[config.mk]
export PLATFORM = sky130hd
export DESIGN_NAME = prim_pad_attr_ctrl
export DESIGN_NICKNAME = d
export VERILOG_FILES = /design/src/rtl/prim_pad_attr_ctrl.sv
export SDC_FILE = /design/constraint.sdc
export NUM_CORES = 1
export LEC_CHECK = 0
export CELL_PAD_IN_SITES_DETAIL_PLACEMENT = 1
export CELL_PAD_IN_SITES_GLOBAL_PLACEMENT = 2
export CORE_MARGIN = 4
export CORE_UTILIZATION = 28
export CTS_BUF_LIST = sky130_fd_sc_hd__clkbuf_16
export CTS_CLUSTER_DIAMETER = 120
export DETAILED_ROUTE_END_ITERATION = 8
export GPL_TIMING_DRIVEN = 0
export PLACE_DENSITY_LB_ADDON = 0.1
export SYNTH_ARGS = -nofsm -noshare
export SYNTH_HDL_FRONTEND = slang
export SYNTH_SLANG_ARGS = --single-unit
[constraint.sdc]
create_clock -name clk_i -period 3.6 [get_ports clk_i]
set_clock_uncertainty 0.2 [all_clocks]
set_input_delay 0.72 -clock clk_i [delete_from_list [all_inputs] [get_ports clk_i]]
set_output_delay 0.72 -clock clk_i [all_outputs]
set_load 0.03 [all_outputs]
[src/rtl/prim_pad_attr_ctrl.sv]
// ============================================================================
// Module  : prim_pad_attr_ctrl
// Brief   : Per-pad attribute/output-enable register bank with a
//           break-before-make sequence. Optional macro: PRIM_PAD_ATTR_CTRL_LOCK_EN.
// Revision: 1.0 - initial release
// ============================================================================
`default_nettype none

module prim_pad_attr_ctrl #(
  parameter int NPads      = 4,
  parameter int AttrDw     = 10,
  parameter int TurnCycles = 2
) (
  input  logic                     clk_i,
  input  logic                     rst_ni,
  input  logic                     req_i,
  input  logic                     we_i,
  input  logic [3:0]               addr_i,
  input  logic [AttrDw:0]          wdata_i,
`ifdef PRIM_PAD_ATTR_CTRL_LOCK_EN
  input  logic [NPads-1:0]         lock_i,
`endif
  input  logic [AttrDw-1:0]        warl_i,
  output logic                     gnt_o,
  output logic                     rvalid_o,
  output logic [AttrDw:0]          rdata_o,
  output logic                     err_o,
  output logic [NPads*AttrDw-1:0]  attr_o,
  output logic [NPads-1:0]         oe_o,
  output logic                     busy_o
);

  localparam logic [3:0] c_turn_last = 4'(TurnCycles - 1);

  typedef enum logic [1:0] {
    ST_IDLE  = 2'd0,
    ST_DRAIN = 2'd1,
    ST_APPLY = 2'd2
  } state_t;

  state_t              r_state;
  logic [3:0]          r_cnt;
  logic [3:0]          r_pad;
  logic [AttrDw-1:0]   r_new_attr;
  logic                r_new_oe;
  logic [AttrDw-1:0]   r_attr [NPads];
  logic [NPads-1:0]    r_oe;
  logic                r_rvalid;
  logic                r_err;
  logic [AttrDw:0]     r_rdata;

  logic [31:0]         w_addr32;
  logic [31:0]         w_pad32;
  logic                w_in_range;
  logic [AttrDw-1:0]   w_masked;
  logic [AttrDw-1:0]   w_cur_attr;
  logic                w_cur_oe;
  logic                w_cur_lock;
  logic                w_fast;
  logic [NPads-1:0]    w_lock_vec;

`ifdef PRIM_PAD_ATTR_CTRL_LOCK_EN
  assign w_lock_vec = lock_i;
`else
  assign w_lock_vec = '0;
`endif

  assign w_addr32   = {28'd0, addr_i};
  assign w_pad32    = {28'd0, r_pad};
  assign w_in_range = (w_addr32 < 32'(NPads));
  assign w_masked   = wdata_i[AttrDw-1:0] & warl_i;

  always_comb begin
    w_cur_attr = '0;
    w_cur_oe   = 1'b0;
    w_cur_lock = 1'b0;
    for (int n = 0; n < NPads; n++) begin
      if (w_addr32 == 32'(n)) begin
        w_cur_attr = r_attr[n];
        w_cur_oe   = r_oe[n];
        w_cur_lock = w_lock_vec[n];
      end
    end
  end

  // A pad that is not driving, or whose attribute does not change, can update at once.
  assign w_fast = (w_masked == w_cur_attr) || !w_cur_oe;

  always_ff @(posedge clk_i) begin
    if (!rst_ni) begin
      r_state    <= ST_IDLE;
      r_cnt      <= '0;
      r_pad      <= '0;
      r_new_attr <= '0;
      r_new_oe   <= 1'b0;
      r_oe       <= '0;
      r_rvalid   <= 1'b0;
      r_err      <= 1'b0;
      r_rdata    <= '0;
      for (int n = 0; n < NPads; n++) begin
        r_attr[n] <= '0;
      end
    end else begin
      r_rvalid <= 1'b0;
      r_err    <= 1'b0;
      unique case (r_state)
        ST_IDLE: begin
          if (req_i) begin
            if (!we_i) begin
              r_rvalid <= 1'b1;
              r_err    <= !w_in_range;
              r_rdata  <= w_in_range ? {w_cur_oe, w_cur_attr} : '0;
            end else if (!w_in_range || w_cur_lock) begin
              r_rvalid <= 1'b1;
              r_err    <= 1'b1;
            end else if (w_fast) begin
              r_rvalid <= 1'b1;
              for (int n = 0; n < NPads; n++) begin
                if (w_addr32 == 32'(n)) begin
                  r_attr[n] <= w_masked;
                  r_oe[n]   <= wdata_i[AttrDw];
                end
              end
            end else begin
              r_state    <= ST_DRAIN;
              r_cnt      <= c_turn_last;
              r_pad      <= addr_i;
              r_new_attr <= w_masked;
              r_new_oe   <= wdata_i[AttrDw];
              for (int n = 0; n < NPads; n++) begin
                if (w_addr32 == 32'(n)) begin
                  r_oe[n] <= 1'b0;
                end
              end
            end
          end
        end
        ST_DRAIN: begin
          if (r_cnt == 4'd0) begin
            r_state <= ST_APPLY;
            for (int n = 0; n < NPads; n++) begin
              if (w_pad32 == 32'(n)) begin
                r_attr[n] <= r_new_attr;
              end
            end
          end else begin
            r_cnt <= r_cnt - 4'd1;
          end
        end
        ST_APPLY: begin
          r_state  <= ST_IDLE;
          r_rvalid <= 1'b1;
          for (int n = 0; n < NPads; n++) begin
            if (w_pad32 == 32'(n)) begin
              r_oe[n] <= r_new_oe;
            end
          end
        end
        default: r_state <= ST_IDLE;
      endcase
    end
  end

  for (genvar g = 0; g < NPads; g++) begin : g_pack
    assign attr_o[g*AttrDw +: AttrDw] = r_attr[g];
  end

  assign gnt_o    = req_i && (r_state == ST_IDLE);
  assign busy_o   = (r_state != ST_IDLE);
  assign oe_o     = r_oe;
  assign rvalid_o = r_rvalid;
  assign err_o    = r_err;
  assign rdata_o  = r_rdata;

endmodule

`default_nettype wire

## Word-level counts from Yosys, hierarchy flattened

Memory sizes are Yosys's and may differ from the RTL's.
Cells that the tools add are included.

| word-level totals | value |
|---|---|
| flip-flop bits (word level) | 38 |
| memory bits (writable) | 40 |
| input port bits | 29 |
| output and inout bits | 59 |
| logic and storage cells | 175 |
| memories | 1 |

Memory list:

| name | depth | width | read ports | clocked after memory_dff | wr ports | RTL line | source |
|---|---|---|---|---|---|---|---|
| r_attr | 4 | 10 | 4 | 0 | 4 | 46 | `logic [AttrDw-1:0] r_attr [NPads];` |

| operators by class | value |
|---|---|
| add/subtract/negate cells | 1 |
| $lt $le $gt $ge | 1 |
| equal/unequal tests | 23 |
| multiplexer cells | 106 |
| bitwise gates (word level) | 11 |
| reductions and logical operators | 20 |

Operators by type and width:

| kind | count |
|---|---|
| two-way mux 10 bit | 12 |
| two-way mux 1 bit | 75 |
| logical NOT 32 bit | 2 |
| two-way mux 4 bit | 9 |
| AND reduction 6 bit | 5 |
| != test 2 bit (second input constant) | 14 |
| == test 4 x 2 -> 1 bit (second input constant) | 4 |
| one-hot mux 4 bit (2 select lines) | 2 |
| two-way mux 11 bit | 1 |
| bitwise AND 10 bit | 1 |
| == test 10 bit | 1 |
| two-way mux 2 bit | 5 |
| AND reduction 5 bit | 2 |
| == test 4 x 1 -> 1 bit (second input constant) | 2 |
| OR 1 bit | 8 |
| AND reduction 3 bit | 2 |
| nonzero test 2 bit | 3 |
| logical NOT 4 bit | 1 |
| < comparator 4 x 3 -> 1 bit (second input constant) | 1 |
| one-hot mux 2 bit (2 select lines) | 1 |
| subtractor 4 x 1 -> 4 bit (second input constant) | 1 |
| == test 2 x 1 -> 1 bit (second input constant) | 1 |
| == test 2 bit (second input constant) | 1 |
| logical NOT 1 bit | 2 |
| 5 further kinds | 6 |

## Depth between registers and ports, before layout

| depth | value |
|---|---|
| word-level depth | 16 |
| depth in mapped cells | 11 |
| mapped depth without buffers | 9 |

## Worst setup path after synthesis

OpenSTA, ideal clock, no wires.

| path | value |
|---|---|
| path type | input-to-reg |
| start point | in addr_i[0] |
| end point | mem r_attr[2][0], enable pin |
| setup time | 446 ps |
| data arrival time | 2,904 ps |
| required time | 2,954 ps |
| setup slack | 50 ps |
| cell stages on the path | 9 |
| path buffers | 2 |
| cell sequence | buf_6 buf_2 mux4_2 xnor2_1 o22ai_1 a32oi_1 o31ai_1 nand4_1 o311ai_0 |

RTL lines:

| what | RTL line | source |
|---|---|---|
| start, declared | 18 | `input logic [3:0] addr_i,` |
| end, declared | 46 |  |

==> results.ini <==
[logic_synthesis]
netlist_area_um2 = 3939
ys_seq_elements = 78
synth_seq_area_share = 0.4981
syn_avg_cell_area_um2 = 9.921
synth_fp_nets = 428
synth_area_leaders = edfxtp_1 (30%), dfxtp_1 (19%), mux4_2 (6.3%)
netlist.area_leader.share = 0.3050
yosysTopAreaCell = edfxtp_1
synth_edf_count = 40
synthTopCellsByCount = nor2_1 (44), edfxtp_1 (40), nand2_1 (39)
yosysWarnings = 0
ys_dominant_reg_cell = edfxtp_1
syn_inst = 397
async_flop_share = 0
synth_cell_types = 48
synth.most_common_cell = nor2_1

[clocking]
cts_tree = done
postCtsHoldBufs = 0
clock_latency_ps = 340
cts_buffer_depth = 2
cts_buffers = 9
clock_sinks = 78
cts_htree_levels = 3
cts_root_buffer = clkbuf_16
path_clk_slew_ps = 60

[setup_path]
r2r_end = r_attr[2][5]$_DFFE_PP_
worstReg2RegStart = r_attr[1][9]$_SDFFCE_PP0P_
cp-end-kind = flop
reg2reg_depth = 8
arrival_ps = 3270
start_kind = input pin
critPathRequiredTime_ps = 3410
crit_type = in -> reg
critical_path.max_fanout = 10
r2r_slack_ps = 460

[sta]
fmax_ghz = 0.2888
tns_ps = 0
hold_viol = 0
drv_slew = 0
holdWs_ps = 273.1
rsz0062_at_grt = yes
min_period_ps = 3462
worst_slack_ps = 137.6
worstMarginPinSlew_ps = 785.5
relSlewSlack = 0.4764
fin_crit_sh = 0.9618
setup_viol_count_final = 0

[drt]
wl_per_cell_um = 20.60
met3WireLength_um = 641
detailroute.wirelength.met2_mm = 6.620
drt_pass1_iterations = 4
avgViaCountPerCell = 5.173
vias = 3533
ant_nets = 0
dr.max_layer_used = met4
drtIter0Drc = 195
wl_met1_mm = 6.605
postRouteWirelength_mm = 14.07
drc_errors = 0

[flow_run]
maxCapViolCount = 0

[worst_hold_path]
holdPathEnd = r_pad[2]$_SDFFE_PN0P_
worstHoldStart = r_pad[2]$_SDFFE_PN0P_
min_path_type = reg -> reg
hold_depth = 1

[finish]
instances_no_fill = 683
drive_above_1_share = 0.1213
n_antenna_cell = 0
syn2layout_area_growth_pct = 37.61
fillCellCount = 1576
layout.nets = 529

[floorplanning]
start_util = 0.2849
core_area_um2 = 13830
rows = 43
die-width_um = 126.6
ios = 88
die_h_um = 126.6
die_area_um2 = 16030

[global_routing]
grt_pass1_wl_mm = 21.55
track_usage = 0.1785
grt-ovfl-total = 0
grt_max_degree = 14
grt_pass1_vias = 3547
antenna_found_initial = 0

[place]
dp.cells = 663
place_congestion = 0.7673
hpwl_mm = 10.42
port_buffers = 85
dp_slack_ps = -773.6

[power]
finalPower_mw = 2.248
p_per_area_nw_per_um2 = 414.8
vdd_drop_max_v = 0.0002129
p_leak_nw = 1.784

[status]
outcome = complete, no violations

-- routing by layer --
metal / track usage / up-vias
li1: - / 1667
met1: 0.2460 / 1758
met2: 0.2874 / 92
met3: 0.02947 / 16
met4: 0.05678 / 0
met5: 0 / -
-- kinds of logic (layout without fill, tap and decap cells) --
logic type                 count (synthesis)  in the layout  share of synthesized area
xor gates and xnor gates                   6              6                    0.01334
muxes                                     16             16                    0.07560
buffers and inverters                     42            148                    0.04511
adders and majority gates                  2              2                   0.006352
DFF                                       78             78                     0.4981
AOI/OAI and AO/OA                         98             98                     0.1712
and+or+nand+nor                          155            155                     0.1903
-- cells in the final DEF, fill, tap and decap left out, types with 3 or more instances in the layout --
master           Yosys  routed
clkdlybuf4s50_1      0      85
nor2_1              44      43
edfxtp_1            40      40
nand2_1             39      39
dfxtp_1             38      38
a21oi_1             20      20
o21ai_0             19      19
inv_1               16      17
nand3_1             17      16
clkbuf_1            17      14
o22ai_1             12      12
o21ai_1             12      12
mux4_2              11      11
nand2b_1            11      11
a211oi_2            10      10
nor3_1               9       9
a22oi_1              9       9
clkbuf_16            0       9
nand4_1              8       8
buf_4                1       6
and3_1               5       5
nor2b_1              5       5
mux2i_1              5       5
buf_2                7       4
xnor2_1              4       4
clkbuf_4             0       3
a211o_1              3       3
and2_1               3       3
nor3b_1              3       3
-- registers in the layout, summed over array words and instances (netlist names) --
name and cells:
rdata_o 11, r_attr 40, rvalid_o 1, err_o 1, r_new_oe 1, r_state 2
r_cnt 4, r_new_attr 10, oe_o 4, r_pad 4
-- how the worst max path moves through the flow --
stage / start / endpoint / slack [ps] / depth (start not counted)
after floorplan: addr_i[0] / r_attr[2][0]$_DFFE_PP_ / 50 / 9
after global placement: rst_ni / r_attr[2][6]$_DFFE_PP_ / -1380 / 4
after detailed placement: addr_i[2] / r_attr[3][0]$_DFFE_PP_ / -770 / 9
after CTS: addr_i[2] / r_attr[2][2]$_DFFE_PP_ / 20 / 10
after global routing: addr_i[2] / r_attr[0][1]$_DFFE_PP_ / -20 / 9
final: addr_i[2] / r_attr[3][4]$_DFFE_PP_ / 140 / 9
-- repair_timing --
action	4_1_cts	5_1_grt
buffers inserted	1	3
pin swaps	2	3
gates cloned	0	0
setup endpoints to repair	86	73
resized for setup	7	8
-- critical path: stages --
cell,delay (ps)
clkdlybuf4s50_1,500
or2_2,330
clkbuf_1,210
nor2_1,170
nand4b_1,110
a32o_1,320
o31ai_4,320
buf_4,180
a311o_2,390
-- area by class of cell --
cell class / instances / area, um2 / share of cell area
Clock inverter: 7 / 90.09 / 0.01662
Clock buffer: 9 / 225.2 / 0.04155
Inverter: 16 / 60.06 / 0.01108
Multi-Input combinational cell: 277 / 1834 / 0.3384
Buffer: 26 / 131.4 / 0.02424
Tap cell: 180 / 225.2 / 0.04155
Timing Repair Buffer: 90 / 892.1 / 0.1646
Sequential cell: 78 / 1962 / 0.3620
-- stage by stage --
stage / cell area [um2] / utilization
2_1_floorplan: 3939 / -
3_3_place_gp: 5015 / 0.3627
3_5_place_dp: 5034 / 0.3640
4_1_cts: 5375 / 0.3887
5_1_grt: 5420 / 0.3920
6_report: 5420 / 0.3920
-- power breakdown --
group,switching (mW),total [mW],internal [mW]
combinational,0.177,0.298,0.121
clock,0.368,0.971,0.603
sequential,0.0186,0.979,0.961
total,0.564,2.25,1.68
Power figures use the tool's default switching activity.
